`src/rtl/pilot_tone_pkg.sv`:
```
// Pilot-tone sequencer shared types and constants.
// State encodings, nominal patterns and tick conversion helpers.
package pilot_tone_pkg;

  typedef enum logic [2:0] {
    IDLE      = 3'd0,
    WARN      = 3'd1,
    STABILIZE = 3'd2,
    STABLE    = 3'd3,
    HOLD      = 3'd4,
    SHUTDOWN  = 3'd5,
    AWAIT     = 3'd6,
    BEAM      = 3'd7
  } ptState_t;

  localparam logic [7:0] PATTERN_OFF        = 8'h00;
  localparam logic [7:0] PATTERN_CONTINUOUS = 8'h55;
  localparam logic [7:0] PATTERN_SINGLE     = 8'h88;

  localparam longint unsigned EVR_CLOCK_RATE = 125_000_000;

  function automatic logic [31:0] msToTicks(
    input int unsigned ms
  );
    return 32'(64'(ms) * EVR_CLOCK_RATE / 64'd1000);
  endfunction

  function automatic logic [31:0] usToTicks(
    input int unsigned us
  );
    return 32'(64'(us) * EVR_CLOCK_RATE / 64'd1000000);
  endfunction

endpackage

```
`src/rtl/pilot_tone_phase_timer.sv`:
```
// Loadable phase down-counter; a phase of length D lasts max(D,1) cycles.
// done is high while the count sits at zero.
module pilot_tone_phase_timer #(
  parameter int CW = 27
) (
  input  logic          clk,
  input  logic          rst,
  input  logic          load,
  input  logic [CW-1:0] dur,
  output logic          done
);

  logic [CW-1:0] count;

  always_ff @(posedge clk or posedge rst) begin
    if (rst) begin
      count <= '0;
    end else if (load) begin
      count <= (dur == '0) ? '0 : dur - CW'(1);
    end else if (count != '0) begin
      count <= count - CW'(1);
    end
  end

  assign done = (count == '0);

endmodule

```
`src/rtl/pilot_tone_sequencer.sv`:
```
// Multi-channel programmable pilot-tone sequencer in the evrClk domain.
// Drives per-channel SERDES pattern words through warn/tone/shutdown phases.
module pilot_tone_sequencer
  import pilot_tone_pkg::*;
#(
  parameter int NCH    = 4,
  parameter int PW     = 8,
  parameter int CW     = 27,
  parameter int MISS_W = 8
) (
  input  logic              evrClk,
  input  logic              evrReset,
  input  logic              enable,
  input  logic              simulate,
  input  logic              usePulse,
  input  logic [NCH-1:0]    chanMask,
  input  logic              trigger,
  input  logic              pulseStrobe,
  input  logic              abort,
  input  logic [PW-1:0]     contPattern,
  input  logic [PW-1:0]     pulsePattern,
  input  logic [CW-1:0]     durWarn,
  input  logic [CW-1:0]     durStabilize,
  input  logic [CW-1:0]     durStable,
  input  logic [CW-1:0]     durHold,
  input  logic [CW-1:0]     durShutdown,
  input  logic [CW-1:0]     durAwait,
  input  logic [CW-1:0]     durBeam,
  output logic [NCH*PW-1:0] ptPattern,
  output logic              ptWarning,
  output logic              ptStable,
  output logic              busy,
  output logic [2:0]        stateCode,
  output logic [MISS_W-1:0] missedCount
);

  ptState_t state, nextState;

  logic trigD, start, accept, kill;
  logic load, done;
  logic [CW-1:0] loadDur;

  logic [CW-1:0]  shDur [8];
  logic [PW-1:0]  contL, pulseL;
  logic           usePulseL, simL;
  logic [NCH-1:0] maskL;

  logic              warnD, stableD, tone;
  logic [PW-1:0]     word;
  logic [NCH*PW-1:0] patD;

  assign start  = trigger & ~trigD;
  assign accept = start & enable & ~abort & (state == IDLE);
  assign kill   = (state != IDLE) & (abort | ~enable);

  always_ff @(posedge evrClk or posedge evrReset) begin
    if (evrReset) begin
      state <= IDLE;
      trigD <= 1'b0;
    end else begin
      state <= nextState;
      trigD <= trigger;
    end
  end

  always_comb begin
    nextState = state;
    if (kill) begin
      nextState = IDLE;
    end else begin
      unique case (state)
        IDLE:      if (accept) nextState = WARN;
        WARN:      if (done) nextState = STABILIZE;
        STABILIZE: if (done) nextState = STABLE;
        STABLE:    if (done) nextState = HOLD;
        HOLD:      if (done) nextState = SHUTDOWN;
        SHUTDOWN:  if (done) nextState = simL ? AWAIT : IDLE;
        AWAIT:     if (done) nextState = BEAM;
        BEAM:      if (done) nextState = IDLE;
        default:   nextState = IDLE;
      endcase
    end
  end

  // WARN is entered on the same edge that fills the shadow bank
  assign load    = (nextState != state);
  assign loadDur = (state == IDLE) ? durWarn : shDur[nextState];

  pilot_tone_phase_timer #(
    .CW(CW)
  ) uTimer (
    .clk (evrClk),
    .rst (evrReset),
    .load(load),
    .dur (loadDur),
    .done(done)
  );

  always_ff @(posedge evrClk or posedge evrReset) begin
    if (evrReset) begin
      for (int i = 0; i < 8; i++) shDur[i] <= '0;
      contL     <= '0;
      pulseL    <= '0;
      usePulseL <= 1'b0;
      simL      <= 1'b0;
      maskL     <= '0;
    end else if (accept) begin
      shDur[0]  <= '0;
      shDur[1]  <= durWarn;
      shDur[2]  <= durStabilize;
      shDur[3]  <= durStable;
      shDur[4]  <= durHold;
      shDur[5]  <= durShutdown;
      shDur[6]  <= durAwait;
      shDur[7]  <= durBeam;
      contL     <= contPattern;
      pulseL    <= pulsePattern;
      usePulseL <= usePulse;
      simL      <= simulate;
      maskL     <= chanMask;
    end
  end

  always_comb begin
    warnD   = nextState inside {WARN, STABILIZE, STABLE, HOLD, SHUTDOWN};
    stableD = (nextState == STABLE);
    tone    = nextState inside {STABILIZE, STABLE, HOLD, BEAM};
    word    = usePulseL ? (pulseStrobe ? pulseL : PW'(PATTERN_OFF))
                        : contL;
  end

  for (genvar k = 0; k < NCH; k++) begin : gChan
    assign patD[k*PW +: PW] = (tone & maskL[k]) ? word : '0;
  end

  always_ff @(posedge evrClk or posedge evrReset) begin
    if (evrReset) begin
      ptPattern <= '0;
      ptWarning <= 1'b0;
      ptStable  <= 1'b0;
    end else begin
      ptPattern <= patD;
      ptWarning <= warnD;
      ptStable  <= stableD;
    end
  end

  always_ff @(posedge evrClk or posedge evrReset) begin
    if (evrReset) begin
      missedCount <= '0;
    end else if (start & ~accept & (missedCount != '1)) begin
      missedCount <= missedCount + MISS_W'(1);
    end
  end

  assign busy      = (state != IDLE);
  assign stateCode = state;

endmodule

```
`config.mk`:
```
export PLATFORM = sky130hd
export DESIGN_NAME = pilot_tone_sequencer
export DESIGN_NICKNAME = d
export VERILOG_FILES = /design/src/rtl/pilot_tone_pkg.sv /design/src/rtl/pilot_tone_phase_timer.sv /design/src/rtl/pilot_tone_sequencer.sv
export SDC_FILE = /design/constraint.sdc
export NUM_CORES = 1
export LEC_CHECK = 0
export BUFFER_PORTS_ARGS = -buffer_cell sky130_fd_sc_hd__buf_2
export CAP_MARGIN = 20
export CORE_UTILIZATION = 39
export CTS_CLUSTER_SIZE = 20
export DETAILED_ROUTE_END_ITERATION = 16
export PLACE_DENSITY = 0.65
export SLEW_MARGIN = 25
export SYNTH_ARGS = -nofsm -noshare
export SYNTH_HDL_FRONTEND = slang
export SYNTH_SLANG_ARGS = --single-unit
```
`constraint.sdc`:
```
create_clock -name evrClk -period 10.7 [get_ports evrClk]
set_input_delay 0.535 -clock evrClk [delete_from_list [all_inputs] [get_ports evrClk]]
set_output_delay 0.535 -clock evrClk [all_outputs]
set_load 0.03 [all_outputs]
```
# Word level (Yosys, flattened, before mapping)
# Index checks and enable logic that the tools add are counted.
# word_totals
ff_bits	284
output_inout_bits	46
inputBits	217
# op_classes
reduce_logical	8
bitwise_logic	17
order_cmp	1
n_eq_ne	15
add_sub_neg	3
mux	24
# ops
operator	n
$mux 27	6
$bmux 27 s3	1
$logic_not 27->1	2
$sub 27x1->27 const B	2
$mux 8	6
$mux 3	10
$reduce_bool 27->1	1
$pmux 3 s8	1
$eq 3x3->1 const B	7
$eq 3x2->1 const B	4
$and 1x1->1	11
$add 8x1->8 const B	1
$ne 8x8->1 const B	1
$eq 3x1->1 const B	2
$reduce_bool 5->1	1
$ge 4x4->1 const B	1
$not 1->1	4
$not 3->4	1
$reduce_bool 4->1	1
$logic_not 3->1	1
$ne 3x3->1	1
$reduce_bool 3->1	1
$reduce_bool 2->1	1
$or 1x1->1	1

# Longest topological paths before layout
# Gate-level depths: netlist of the first run.
# logic_depth
depth_word	16
ltp_mapped	20
depth_no_buf	16

# Hierarchy
# Synthesis of the first run repeated with hierarchy kept, for this count alone.
# unflattened
cells_unflattened	1113
area_unflattened_um2	13392.8
# by_module_without_submodules
module	instances	cells_each	seq_area_each_um2	area_per_inst_um2
pilot_tone_sequencer	1	890	6431.2	11360.9
pilot_tone_phase_timer	1	223	675.6	2031.9

# Worst setup path before layout of the first run
# No wires, ideal clock.
# synth_path
path_kind	register to register
startpoint	register uTimer.count[0]
endpoint	register uTimer.count[10]
path_buffers	6
path_stages_with_launch	20
setup_slack_ps	6233
arrival_ps	4329
path_cell_list	dfrtp_1 > inv_1 > ha_1 > or3b_1 > buf_4 > nor4_4 > and3_1 > clkbuf_2 > nor2_2 > buf_2 > buf_2 > buf_2 > and3_1 > o21ai_0 > a31o_2 > ha_1 > or4b_2 > o41ai_4 > buf_6 > o22ai_1
# synth_via
elab_chain_len	12
word_cells_on_any_way	24
# synth_rtl
element	line_no	text
start: declaration	pilot_tone_phase_timer.sv:13	logic [CW-1:0] count;
start signal: assignment	pilot_tone_phase_timer.sv:19	count <= (dur == '0) ? '0 : dur - CW'(1);
start signal: assignment	pilot_tone_phase_timer.sv:21	count <= count - CW'(1);
$logic_not 27->1	pilot_tone_phase_timer.sv:25	assign done = (count == '0);
$mux 3, or another cell as far along	pilot_tone_sequencer.sv:79	BEAM: if (done) nextState = IDLE;
$pmux 3 s8	pilot_tone_sequencer.sv:71	unique case (state)
$mux 3	pilot_tone_sequencer.sv:68	if (kill) begin
$not 3->4 (not written as such)	pilot_tone_sequencer.sv:87	assign loadDur = (state == IDLE) ? durWarn : shDur[nextState];
$bmux 27 s3	pilot_tone_sequencer.sv:87	
$mux 27 (not written as such) (2 in a row)	pilot_tone_sequencer.sv:87	
$mux 27	pilot_tone_sequencer.sv:87	
$sub 27x1->27 or $logic_not 27->1 (tied branches)	pilot_tone_phase_timer.sv:19	
$mux 27	pilot_tone_phase_timer.sv:19	
$mux 27	pilot_tone_phase_timer.sv:18	end else if (load) begin
# Several ways; a longest one is shown, not always the timed one. The select of a mux whose other input is x is not followed.
# A chain may end at the register's enable or synchronous reset.

# Final worst setup path of the first run
# layout_path
startpoint	register uTimer.count[0]
endpoint	register uTimer.count[20]
# The elaborated chain is that of the path after synthesis.

==> results of run 1 <==
per-stage QoR:
step | utilization [%] | instance area (um2)
2_1_floorplan | - | 13460
3_3_place_gp | 44.74 | 15110
3_5_place_dp | 44.74 | 15110
4_1_cts | 47.36 | 16000
5_1_grt | 47.50 | 16050
6_report | 47.51 | 16050
layout by cell type, fill, tap and decap left out, drive strengths merged, types with 6 or more instances in the layout:
cell	count
a21oi	30
a31oi	9
a32oi	11
and3	7
buf	276
clkbuf	42
clkinv	7
dfrtp	284
inv	14
mux2	7
mux2i	33
nand2	700
nand3	29
nand4	10
nor2	75
nor2b	10
nor3	23
nor4	14
o21ai	23
o221ai	10
o22ai	34
or3	6
xnor2	38
xor2	18
routing by layer:
metal  share of wire (%)  global-route usage [%]  vias to the layer above  routed length [um]
met2                  46                   35.75                      432               18310
met5                   0                       0                        -                   0
met3                 6.6                   2.938                       75                2662
met1                  45                   32.62                     5559               18110
met4                 2.8                   7.004                        0                1133
li1                    -                       -                     5563                   -
how the worst max path moves through the flow:
stage | from | to | cells after the start
after detailed placement | uTimer.count[0]$_DFFE_PP0P_ | uTimer.count[20]$_DFFE_PP0P_ | 17
after global placement | uTimer.count[0]$_DFFE_PP0P_ | uTimer.count[20]$_DFFE_PP0P_ | 17
after CTS | uTimer.count[0]$_DFFE_PP0P_ | uTimer.count[20]$_DFFE_PP0P_ | 17
after floorplan | evrReset | contL[0]$_DFFE_PP0P_ | 1
after global routing | uTimer.count[0]$_DFFE_PP0P_ | uTimer.count[20]$_DFFE_PP0P_ | 17
final | uTimer.count[0]$_DFFE_PP0P_ | uTimer.count[20]$_DFFE_PP0P_ | 17
area by class of cell:
class                   instances  area (um2)  share of cell area [%]
clock buffers                  42       814.5                   5.075
multi-input cells            1168        5966                   37.17
inverters                      13       58.81                  0.3664
diodes                          1       2.502                 0.01559
clock inverters                 9       73.82                  0.4600
well taps                     448       560.5                   3.493
repair buffers                277        1466                   9.137
flip-flops and latches        284        7107                   44.28
worst max-delay path, cell delays in order (launching register included):
cell,delay [ns]
sky130_fd_sc_hd__dfrtp_1,0.42
sky130_fd_sc_hd__inv_1,0.08
sky130_fd_sc_hd__ha_1,0.17
sky130_fd_sc_hd__or3b_1,0.52
sky130_fd_sc_hd__nor4_4,0.39
sky130_fd_sc_hd__a21oi_1,0.27
sky130_fd_sc_hd__nor3_4,0.20
sky130_fd_sc_hd__buf_4,0.48
sky130_fd_sc_hd__inv_1,0.43
sky130_fd_sc_hd__nor2_1,0.81
sky130_fd_sc_hd__a32oi_1,0.29
sky130_fd_sc_hd__o211ai_1,0.24
sky130_fd_sc_hd__ha_1,0.25
sky130_fd_sc_hd__nor3b_1,0.72
sky130_fd_sc_hd__nand4_1,0.34
sky130_fd_sc_hd__nor4_1,0.31
sky130_fd_sc_hd__xor2_1,0.18
sky130_fd_sc_hd__a21oi_1,0.08
state kept, by name, summed over array words and instances, names as in the netlist:
register and cells:
usePulseL 1, trigD 1, ptPattern 32, maskL 4
stateCode 3, contL 8, ptStable 1, missedCount 8
uTimer.count 27, shDur 189, ptWarning 1, pulseL 8
simL 1
power groups by stage:
stage               clock (mW)  combinational [mW]  sequential (mW)
global placement             0               0.512             1.44
floorplan                    0               0.361             1.42
detailed placement           0               0.522             1.45
CTS                      0.982               0.527             1.44
global route              1.03               0.596             1.46
finish                   0.963               0.526             1.44
cells by family after synthesis:
logic type / after synthesis
DFF: 284
adders and majority gates: 4
and+or+nand+nor: 899
muxes: 40
buffers and inverters: 97
AOI/OAI and AO/OA: 169
xor gates and xnor gates: 56
timing repair:
| action | in CTS | in global routing |
|---|---|---|
| buffers inserted | 0 | 0 |
| endpoints found under the hold margin | 0 | 37 |
| hold buffers | 0 | 1 |
==> run summary, run 1 <==
* **launch point of the worst hold path** trigger
* **ports placed on the boundary** 263
* **filler instances** 3257
* **largest net degree at the start of global routing** 150
* **wire length per cell after detailed routing** 17.94 um
* **pre-CTS setup slack** 4.536 ns
* **Congestion Overflow GR** 0
* **Clk network pwr share** 32.9%
* **setup ws final** 4.345 ns
* **reg-to-reg startpoint** uTimer.count[0]$_DFFE_PP0P_
* **clock tree from TritonCTS** yes
* **number of antenna violations at the first check in global routing** 1
* **register bit total from synthesis** 284
* **mux cell area share after synthesis** 3.067%
* **count of different cell masters after synthesis** 84
* **GRT Util Overall** 22.74%
* **cells resized by post-CTS repair** 0
* **cells taking the most area after synthesis** sky130_fd_sc_hd__dfrtp_1 (53%), sky130_fd_sc_hd__nand2_1 (19%), sky130_fd_sc_hd__xnor2_1 (2.5%), sky130_fd_sc_hd__mux2i_1 (2.5%), sky130_fd_sc_hd__nor2_1 (2.1%)
* **1st-pass router iterations** 5
* **Final Net Count** 1994
* **transition time of the tightest slew-check pin** 1.011 ns
* **total internal power** 2.054 mW
* **Req. time, crit path** 11.12 ns
* **synthesized netlist net count** 1770
* **H-tree depth** 1
* **routed via count divided by cell count** 5.187
* **TritonCTS Buffers** 29
* **Setup Viol. Count Final** 0
* **Final Slew Violations** 0
* **CTS root buf** sky130_fd_sc_hd__clkbuf_16
* **share of total power consumed by net switching** 29.84%
* **core region area** 33780 um2
* **worst reg-to-reg setup slack** 4.35 ns
* **number of cell instances on the worst register-to-register path** 17
* **half-perimeter wire length of the detailed placement result** 29010 um
* **synthesized-area fraction occupied by and/or/nand/nor cells** 27.90%
* **share of the synthesized area in compound gates (AO/OA/AOI/OAI)** 9.081%
* **area share of the largest cell type after synthesis** 52.79%
* **Worst setup EP type** register
* **maximum clock skew at final layout** 0.01281 ns
* **Final Hold Violating Endpoints** 0
* **hold crit path type** in -> reg
* **count of maximum capacitance violations** 0
* **worst rel slew slack** 32.59%
* **share of the clock period used by the worst path after layout** 59.39%
* **layout-stage area growth over the synthesis result** 19.22%
* **Clock transition at path regs** 0.06 ns
* **total power divided by cell area** 182.4 nW/um2
* **sequential-to-total area share from yosys stat** 52.79%
* **fraction of layout instances using a drive strength above 1** 20.13%
* **combinational group share of total power** 18.0%
* **dominant combinational cell family by area after synthesis** simple AND/OR/NAND/NOR gates
* **# clock sinks** 284
* **maximum operating frequency** 0.1574 GHz
* **static leakage power** 8.335 nW
* **Critical Path Start Type** register
* **remaining antenna violation count** 0
* **post-layout total power** 2.927 mW
* **latest clock arrival within the worst-skew pair** 0.56 ns
* **total number of vias** 11630
* **arrival time reported for the critical path endpoint** 6.78 ns
* **share of synthesized flip-flops with an asynchronous set or reset** 100.0%
* **adder-cell share of the synthesized area** 0.3718%
* **CTS Buffer Depth** 3
* **outcome** complete, no violations
* **synthesized cell area** 13460 um2
* **peak supply drop** 0.1070 mV
* **Port-buffer cells** 262
* **die area** 35260 um2
* **Min-Delay Path Depth** 1
* **P_sw** 0.8735 mW
* **cell taking the most area after synthesis** sky130_fd_sc_hd__dfrtp_1
* **main flop type after synthesis** sky130_fd_sc_hd__dfrtp_1
* **height of the die** 187.8 um
* **total wire length after detailed routing** 40220 um
* **vias in the first global route** 11500
* **critical path start-end classification** reg -> reg
* **library cell with the highest instance count after synthesis** sky130_fd_sc_hd__nand2_1
* **Post-Place Cells** 2188
* **Placement Rows** 67
* **most numerous cell types in the synthesized netlist** sky130_fd_sc_hd__nand2_1 (699), sky130_fd_sc_hd__dfrtp_1 (284), sky130_fd_sc_hd__nor2_1 (74)
* **RSZ-0062 raised after global routing** no
* **worst-case hold path end point** trigD$_DFF_PP0_
* **largest fanout of any net on the critical path** 40
* **number of DRC violations after detailed-routing iteration 0** 854
* **number of remaining DRC errors** 0
* **worst-case hold slack** 0.09705 ns
* **count of yosys warnings during synthesis** 0
* **wire length of the first global-routing pass** 63180 um
* **Crit Reg-Reg Endpoint** uTimer.count[20]$_DFFE_PP0P_
* **overall die width** 187.8 um
* **count of flip-flops with a built-in enable after synthesis** 0
* **global placement routability congestion** 0.9102
* **Fin Setup TNS** 0 ns
* **syn avg cell area** 8.691 um2
* **share of the synthesized netlist area taken by xor and xnor gates** 3.643%
* **Post-Syn Instances** 1549
* **Tmin final** 6.355 ns
* **starting utilization of the core area** 39.85%
* **register share of total power** 49.1%
* **final instance count without filler cells** 2242
Note: power is estimated with default switching activity, not from simulation.
==> run 2: changes to the inputs <==
--- a/config.mk
+++ b/config.mk
@@ -10,7 +10,7 @@
 export CORE_UTILIZATION = 39
 export CTS_CLUSTER_SIZE = 20
 export DETAILED_ROUTE_END_ITERATION = 16
-export PLACE_DENSITY = 0.65
+export PLACE_DENSITY = 0.67
 export SLEW_MARGIN = 25
 export SYNTH_ARGS = -nofsm -noshare
 export SYNTH_HDL_FRONTEND = slang
==> constraint.sdc (replaced) <==
create_clock -name evrClk -period 5.3 [get_ports evrClk]
set_input_delay 0.265 -clock evrClk [delete_from_list [all_inputs] [get_ports evrClk]]
set_output_delay 0.265 -clock evrClk [all_outputs]
set_load 0.03 [all_outputs]
==> run 2 against run 1 <==
Effect of this change:
- fmax up 28%
- sequential power increased by 100%
- design area rose by 15%
- flip-flop and latch count unchanged
- global-route usage is 2.3 points higher
- via count up 10%
==> run summary, run 2 (same netlist as run 1, synthesis figures left out) <==
* **latest clock arrival within the worst-skew pair** 0.58 ns
* **max FFs per register** 189
* **Tmin final** 4.958 ns
* **top library cells by usage in the layout, fill and taps aside** sky130_fd_sc_hd__nand2_1 (699), sky130_fd_sc_hd__dfrtp_1 (284), sky130_fd_sc_hd__buf_2 (262)
* **Final Net Count** 2219
* **cells resized by post-CTS repair** 0
* **maximum operating frequency** 0.2017 GHz
* **Fin Setup TNS** 0 ns
* **total wire length after detailed routing** 44350 um
* **share of total power consumed by net switching** 29.11%
* **total cell area at the placement stage** 15240 um2
* **RSZ-0062 raised after global routing** no
* **cell area after layout** 18440 um2
* **largest net degree at the start of global routing** 215
* **arrival time reported for the critical path endpoint** 5.38 ns
* **met3 usage in global routing** 3.294%
* **layout-stage area growth over the synthesis result** 36.96%
* **buffers plus inverters on the worst setup path** 3
* **layer carrying the most global-route usage** met2
* **global placement routability congestion** 0.9257
* **1st-pass router iterations** 6
* **TritonCTS Buffers** 30
* **clock tree from TritonCTS** yes
* **cell mode on critical path** sky130_fd_sc_hd__ha_1
* **count of maximum capacitance violations** 0
* **height of the die** 187.8 um
* **Critical Path Start Type** register
* **CTS root buf** sky130_fd_sc_hd__clkbuf_16
* **leading cell type in the layout, fill and taps excluded** sky130_fd_sc_hd__nand2_1
* **met1 demand-to-capacity share in global routing** 34.75%
* **Congestion Overflow GR** 0
* **wire length of the first global-routing pass** 70090 um
* **list of cells traversed by the critical path** inv_1 > ha_1 > or3b_1 > nor4_4 > and3_1 > nor2_4 > inv_2 > mux2i_1 > a32oi_1 > o211ai_1 > ha_1 > or4b_2 > o41ai_4 > buf_4 > o21a_1 > a21oi_1
* **largest fanout of any net on the critical path** 28
* **Req. time, crit path** 5.72 ns
* **overall die width** 187.8 um
* **Port-buffer cells** 262
* **die area** 35260 um2
* **transition time of the tightest slew-check pin** 0.9704 ns
* **maximum clock skew at final layout** 0.02748 ns
* **register share of total power** 46.2%
* **post-layout total power** 6.378 mW
* **H-tree depth** 1
* **vias in the first global route** 12950
* **count of hold buffers inserted by post-cts repair** 213
* **largest register by flop count** shDur
* **remaining antenna violation count** 0
* **static leakage power** 9.348 nW
* **Clk network pwr share** 35.1%
* **fraction of layout instances using a drive strength above 1** 18.78%
* **total power divided by cell area** 345.9 nW/um2
* **met2 routing resource usage after global routing** 39.77%
* **core region area** 33780 um2
* **setup ws final** 0.3422 ns
* **slowest stage delay, CP** 0.65 ns
* **Placement Rows** 67
* **total number of vias** 12840
* **largest registers ranked by flip-flop count** shDur x189, ptPattern x32, uTimer.count x27
* **peak supply drop** 0.2576 mV
* **number of antenna violations at the first check in global routing** 0
* **Final Slew Violations** 0
* **starting utilization of the core area** 39.85%
* **outcome** complete, no violations
* **combinational group share of total power** 18.8%
* **Final Hold Violating Endpoints** 0
* **ports placed on the boundary** 263
* **P_sw** 1.856 mW
* **worst-case hold slack** 0.06499 ns
* **cell family contributing the most delay on the critical path** simple AND/OR/NAND/NOR gates
* **worst rel slew slack** 35.31%
* **half-perimeter wire length of the detailed placement result** 29530 um
* **wire length per cell after detailed routing** 17.98 um
* **buffers inserted by post-CTS timing repair** 0
* **routed via count divided by cell count** 5.204
* **Clock transition at path regs** 0.06 ns
* **number of remaining DRC errors** 0
* **share of the clock period used by the worst path after layout** 93.54%
* **critical path start-end classification** reg -> reg
* **hold crit path type** in -> reg
* **filler instances** 2943
* **CTS Buffer Depth** 3
* **number of DRC violations after detailed-routing iteration 0** 959
* **total internal power** 4.521 mW
* **Worst path slowest cell** sky130_fd_sc_hd__or4b_2
* **Setup Viol. Count Final** 0
* **# clock sinks** 284
* **pre-CTS setup slack** 0.4251 ns
* **GRT Util Overall** 25.04%
* **Worst setup EP type** register
-- run 2: worst paths after layout --
path,startpoint,endpoint,slack (ns),cells past startpoint
max in group asynchronous,evrReset,stateCode[1]$_DFF_PP0_,3.76,4
hold reg to reg,contL[1]$_DFFE_PP0P_,contL[1]$_DFFE_PP0P_,0.46,2
min in group asynchronous,evrReset,ptPattern[17]$_DFF_PP0_,0.37,3
setup / recovery,uTimer.count[0]$_DFFE_PP0P_,uTimer.count[20]$_DFFE_PP0P_,0.34,16
hold / removal,pulseStrobe,ptPattern[30]$_DFF_PP0_,0.06,3
setup reg to reg,uTimer.count[0]$_DFFE_PP0P_,uTimer.count[20]$_DFFE_PP0P_,0.34,16
-- run 2: worst reg2reg max path: cells and delay by family (launching register included) --
family,cells,cell delay (ns)
simple gates,5,2.11
buf+inv,3,0.87
compound gates,5,0.78
flops,1,0.42
fa+ha+maj,2,0.37
mux,1,0.29
-- run 2: layer usage --
| metal | up-vias | routed length [um] |
|---|---|---|
| met1 | 6172 | 19560 |
| met3 | 107 | 2921 |
| met2 | 541 | 20180 |
| li1 | 6018 | - |
| met4 | 0 | 1685 |
| met5 | - | 0 |
-- run 2: through the flow --
stage,utilization (%),std cells
final,54.58,2467
after global routing,54.57,2466
after CTS,54.56,2466
after detailed placement,45.12,2201
after global placement,45.12,2201
after floorplan,-,1549
-- run 2: power groups by stage --
stage / logic (mW) / registers, mW / clock network [mW]
after floorplan: 0.728 / 2.87 / 0
after global placement: 1.03 / 2.96 / 0
after detailed placement: 1.06 / 2.96 / 0
after CTS: 1.19 / 2.93 / 2.26
after global routing: 1.34 / 2.98 / 2.35
final: 1.20 / 2.94 / 2.24
-- run 2: cell type report --
| type | count | area, um2 | share of cell area [%] |
|---|---|---|---|
| multi-input combinational | 1168 | 5968 | 32.37 |
| inverter | 13 | 55.05 | 0.2986 |
| sequential | 284 | 7107 | 38.55 |
| clock buffer | 42 | 865.8 | 4.696 |
| antenna | 1 | 2.502 | 0.01357 |
| timing repair buffer | 501 | 3689 | 20.01 |
| tap | 448 | 560.5 | 3.040 |
| clock inverter | 10 | 190.2 | 1.031 |
